===== src/rtl/usr_pkg.sv =====
`default_nettype none
// ============================================================================
// Module      : usr_pkg
// Description : Shared mode encodings for the universal shift register.
// Revision    : 1.0 - initial release
// ============================================================================
package usr_pkg;

    typedef enum logic [1:0] {
        MODE_HOLD = 2'b00,
        MODE_SHR  = 2'b01,
        MODE_SHL  = 2'b10,
        MODE_LOAD = 2'b11
    } mode_t;

endpackage
`default_nettype wire


===== src/rtl/usr_bit.sv =====
`default_nettype none
// ============================================================================
// Module      : usr_bit
// Description : Single register cell; 4:1 next-value mux, sync rst/pst.
// Revision    : 1.0 - initial release
// ============================================================================
module usr_bit
    import usr_pkg::*;
(
    input  logic       clk,
    input  logic       rst,
    input  logic       pst,
    input  logic [1:0] sel,
    input  logic       shr_in,   // value arriving from the higher neighbour
    input  logic       shl_in,   // value arriving from the lower neighbour
    input  logic       ld,
    output logic       q,
    output logic       qb
);

    logic r_q;

    always_ff @(posedge clk) begin
        if (rst) begin
            r_q <= 1'b0;
        end else if (pst) begin
            r_q <= 1'b1;
        end else begin
            case (mode_t'(sel))
                MODE_HOLD: r_q <= r_q;
                MODE_SHR:  r_q <= shr_in;
                MODE_SHL:  r_q <= shl_in;
                MODE_LOAD: r_q <= ld;
            endcase
        end
    end

    assign q  = r_q;
    assign qb = ~r_q;

endmodule
`default_nettype wire


===== src/rtl/usr_shift_reg.sv =====
`default_nettype none
// ============================================================================
// Module      : usr_shift_reg
// Description : Universal shift register with saturating shift counter.
//               Optional rotate input enabled by macro USR_ROTATE_EN.
// Revision    : 1.0 - initial release
// ============================================================================
module usr_shift_reg
    import usr_pkg::*;
#(
    parameter int WIDTH = 8,
    parameter int CNT_W = $clog2(WIDTH + 1)
) (
    input  logic             clk,
    input  logic             rst,
    input  logic             pst,
    input  logic [1:0]       mode,
    input  logic [WIDTH-1:0] d,
    input  logic             si_r,
    input  logic             si_l,
`ifdef USR_ROTATE_EN
    input  logic             rot,
`endif
    output logic [WIDTH-1:0] q,
    output logic [WIDTH-1:0] qb,
    output logic             so_r,
    output logic             so_l,
    output logic [CNT_W-1:0] cnt,
    output logic             full_shift
);

    localparam logic [CNT_W-1:0] c_cnt_max = CNT_W'(WIDTH);

    logic             w_ser_r;
    logic             w_ser_l;
    logic [WIDTH-1:0] w_shr_src;
    logic [WIDTH-1:0] w_shl_src;
    logic [CNT_W-1:0] r_cnt;

`ifdef USR_ROTATE_EN
    assign w_ser_r = rot ? q[0]       : si_r;
    assign w_ser_l = rot ? q[WIDTH-1] : si_l;
`else
    assign w_ser_r = si_r;
    assign w_ser_l = si_l;
`endif

    // Per-bit neighbour values, with the serial inputs filling the ends
    assign w_shr_src = {w_ser_r, q[WIDTH-1:1]};
    assign w_shl_src = {q[WIDTH-2:0], w_ser_l};

    generate
        for (genvar i = 0; i < WIDTH; i++) begin : g_bit
            usr_bit u_bit (
                .clk    (clk),
                .rst    (rst),
                .pst    (pst),
                .sel    (mode),
                .shr_in (w_shr_src[i]),
                .shl_in (w_shl_src[i]),
                .ld     (d[i]),
                .q      (q[i]),
                .qb     (qb[i])
            );
        end
    endgenerate

    always_ff @(posedge clk) begin
        if (rst || pst) begin
            r_cnt <= '0;
        end else begin
            case (mode_t'(mode))
                MODE_SHR, MODE_SHL: begin
                    if (r_cnt != c_cnt_max) r_cnt <= r_cnt + CNT_W'(1);
                end
                MODE_LOAD: r_cnt <= '0;
                default:   r_cnt <= r_cnt;
            endcase
        end
    end

    assign cnt        = r_cnt;
    assign full_shift = (r_cnt == c_cnt_max);
    assign so_r       = q[0];
    assign so_l       = q[WIDTH-1];

endmodule
`default_nettype wire


===== config.mk =====
export PLATFORM = sky130hd
export DESIGN_NAME = usr_shift_reg
export DESIGN_NICKNAME = d
export VERILOG_FILES = /design/src/rtl/usr_pkg.sv /design/src/rtl/usr_bit.sv /design/src/rtl/usr_shift_reg.sv
export SDC_FILE = /design/constraint.sdc
export NUM_CORES = 1
export LEC_CHECK = 0
export ABC_AREA = 1
export BUFFER_PORTS_ARGS = -buffer_cell sky130_fd_sc_hd__buf_4
export CAP_MARGIN = 20
export CORE_UTILIZATION = 40
export DETAILED_ROUTE_END_ITERATION = 7
export PLACE_DENSITY_LB_ADDON = 0.12
export RECOVER_POWER = 25
export SLEW_MARGIN = 20
export SYNTH_ARGS = -nofsm -noshare
export SYNTH_HDL_FRONTEND = slang
export SYNTH_SLANG_ARGS = --single-unit

===== constraint.sdc =====
create_clock -name clk -period 2.65 [get_ports clk]
set_clock_uncertainty 0.2 [all_clocks]
set_input_delay 0.3975 -clock clk [delete_from_list [all_inputs] [get_ports clk]]
set_output_delay 0.3975 -clock clk [all_outputs]
set_load 0.01 [all_outputs]

==> results.txt <==
----------------------------------------------------
[GRT]
  Global-route wire length before repair ... 3470 um
  Largest net degree at the start of global routing ... 17
  Initial antenna violation count ... 0
  Remaining global-route overflow ... 0
  All-layer global routing usage ... 17.8%
  Via count of the first global-routing pass ... 831

[Synth]
  Main flop type after synthesis ... dfxtp_1
  Post-Syn Area per Cell ... between 6 and 7 um^2
  Instance count of the mapped netlist ... 143
  Synthesis Warnings ... 0
  Number of different library cells in the post-synthesis netlist ... 20
  Syn Nets ... 164
  Cell taking the most area after synthesis ... dfxtp_1
  Cells taking the most area after synthesis ... dfxtp_1 (25%), buf_4 (13%), inv_1 (11%), nand3_1 (8.9%), nand2_1 (8.2%)
  Sequential area share after synthesis ... 25.1%
  Top-area cell type share of the netlist area ... between 20% and 30%
  Ys async rst share ... 0%
  Post-synthesis cell area ... 957 um^2
  EDFF count, synth ... 0
  Flops & latches, synth ... 12

[Final layout]
  Number of antenna diodes ... 0
  Share of post-route cells with drive strength above 1 ... 24.2%
  FF/Latch Area ... 240 um^2
  Multi-input logic area ... roughly 460 um^2
  Final #Nets ... 187
  Most common cell after layout, fill and taps aside ... buf_4
  Layout overhead on the synthesized area ... 17.9%
  Most used cells in the layout excluding fill and tap cells ... buf_4 (29), inv_1 (27), nand2_1 (21), nand3_1 (17), o21ai_0 (13)
  Fill cell count ... around 260
  Non-filler instance count after layout ... 193

[Placed design]
  Count of input and output buffers ... 37
  Final RePlAce weighted congestion ... 0.754
  Dpl cells ... 189
  Final HPWL DP ... 1650 um
  Pre-CTS worst setup slack ... 0.841 ns

[Die]
  Num rows ... 17
  Die Y-Extent ... 50.9 um
  Die boundary width ... 50.9 um
  I/O pin cnt ... 38
  Area of the placeable core ... about 2200 um^2
  Total Die Area ... 2590 um^2
  Initial cell density of the core ... 42.9%

[Run]
  Max-capacitance violation count ... 0

[Clock network]
  Root buffer cell ... clkbuf_4
  Maximum count of clock buffers along a single path ... 2
  Count of hold-fix buffers inserted at cts ... 0
  Total number of clock tree sinks ... 12
  Clk slew on worst S/H paths ... 0.08 ns
  Clock tree from TritonCTS ... done
  Cts repair resizes ... 0
  Total clock buffers created by CTS ... 3
  Number of H-tree levels ... 1
  Number of post-CTS setup repair buffers ... 0
  Worst-skew pair later-pin latency ... 0.28 ns

[Critical path]
  Crit path launch type ... register
  Worst path most repeated cell ... inv_1
  End of the critical path ... full_shift
  Critical Path Sink Type ... output port
  Worst Setup SP ... cnt[0]$_SDFFE_PP0P_
  Crit Path Max Fanout ... 4
  Slowest Stage Delay on Critical Path ... 0.38 ns
  Class of the most critical setup path ... register to output port
  Required time worst endpoint ... 2.05 ns
  Worst reg2reg startpoint ... cnt[0]$_SDFFE_PP0P_
  Worst r2r path cells ... 6
  Crit path arrival time ... between 1 and 1.5 ns
  Worst path slowest cell ... dfxtp_1
  Cells along the critical path ... inv_1, ha_1, nand3_2, inv_1, buf_4
  Terminus of the critical flop-to-flop path ... cnt[1]$_SDFFE_PP0P_
  Slack of the worst reg-to-reg path ... 1.26 ns

[STA]
  Final setup fails ... 0
  Final count of pins violating max slew ... 0
  Post-route worst setup slack ... 0.781 ns
  RSZ-0062 raised after global routing ... false
  Period minus WS final ... 1.87 ns
  Slew of the pin with the lowest slew margin ... about 0.48 ns
  Final period util ... a little over two thirds
  Final Hold Fails ... 0
  Total negative slack ... 0 ns
  Max Fclk ... 0.535 GHz
  Worst slew margin relative to its limit ... 67.8%

[Power]
  Overall power consumption ... 496 uW
  Pwr dens ... 440 nW/um^2
  Peak supply drop ... 0.251 mV
  Leakage ... 0.577 nW

[Detailed routing]
  Final antenna-violating net count ... 0
  First DRT Iteration DRCs ... 13
  Average via count per standard cell ... between 4 and 5
  Detailed-route DRC error count ... 0
  Number of vias after detailed routing ... 944
  Routed wire length ... 2180 um
  Average wire per standard cell ... 11.3 um
  First-pass detailed-route iteration total ... 4

[Run status]
  Result of the run ... finished clean

[Worst hold path]
  Class of the tightest hold or removal check ... primary input to register
  Worst hold path depth ... 3

----------------------------------------------------
## state kept, by name, summed over array words and instances, names as in the netlist
signal         flops
cnt                4
g_bit.u_bit.q      8
## cell type report
type,count,share of cell area (%)
Clock buffer,4,3.22
Inverter,30,9.98
Multi-Input combinational cell,82,40.5
Sequential cell,12,21.3
Tap cell,28,3.10
Timing Repair Buffer,37,22.0
## report_power, final
| group | internal (mW) | total (mW) | leakage (nW) | switching [mW] |
|---|---|---|---|---|
| Sequential | 0.193 | 0.207 | 0.0996 | 0.0140 |
| Clock | 0.0836 | 0.151 | 0.0210 | 0.0679 |
| Combinational | 0.0611 | 0.138 | 0.457 | 0.0764 |
## worst max-delay path: cells and delay by family (launching register included)
kind / cells / cell delay (ns)
flip-flops: 1 / 0.38
buffers and inverters: 3 / 0.27
AND/OR/NAND/NOR: 1 / 0.10
adder cells (fa/ha/maj): 1 / 0.24
## cells by family (layout without fill, tap and decap cells)
| kind of cell | count (synthesis) | after routing | synth area share [%] |
|---|---|---|---|
| flip-flops | 12 | 12 | 25.1 |
| AO/OA/AOI/OAI | 26 | 26 | 14.9 |
| adder cells (fa/ha/maj) | 6 | 6 | 7.84 |
| AND/OR/NAND/NOR | 50 | 50 | 25.0 |
| buffers and inverters | 49 | 71 | 27.2 |
## routing by layer
layer	GRT usage, %	vias to the layer above	share of wire [%]
met1	20.1	429	44
li1	-	486	-
met5	0	-	0
met2	31.8	24	49
met4	8.33	0	1.7
met3	3.27	5	5.2
## worst min-delay path by stage
stage | from | to | slack, ns
finish | d[1] | g_bit[1].u_bit.q$_SDFFE_PP0P_ | 0.21
global route | d[1] | g_bit[1].u_bit.q$_SDFFE_PP0P_ | 0.21
CTS | d[1] | g_bit[1].u_bit.q$_SDFFE_PP0P_ | 0.21
detailed placement | g_bit[6].u_bit.q$_SDFFE_PP0P_ | g_bit[5].u_bit.q$_SDFFE_PP0P_ | 0.33
global placement | g_bit[4].u_bit.q$_SDFFE_PP0P_ | g_bit[3].u_bit.q$_SDFFE_PP0P_ | 0.33
floorplan | g_bit[1].u_bit.q$_SDFFE_PP0P_ | g_bit[0].u_bit.q$_SDFFE_PP0P_ | 0.30
## synth_stat cells, types with 3 or more instances
| master | instances |
|---|---|
| buf_4 | 16 |
| inv_2 | 3 |
| inv_1 | 27 |
| nand3_1 | 17 |
| a31oi_1 | 8 |
| o21ai_0 | 13 |
| dfxtp_1 | 12 |
| nor2_1 | 6 |
| ha_1 | 6 |
| nand2_1 | 21 |
## metrics by stage
step,hold WS (ns),utilization [%],cell area [um^2]
floorplan,0.296,-,957
global placement,0.326,50.3,1120
detailed placement,0.333,50.3,1120
CTS,0.211,51.9,1160
global route,0.211,50.5,1130
finish,0.207,50.5,1130
No activity file was read; power rests on OpenSTA's default activity.
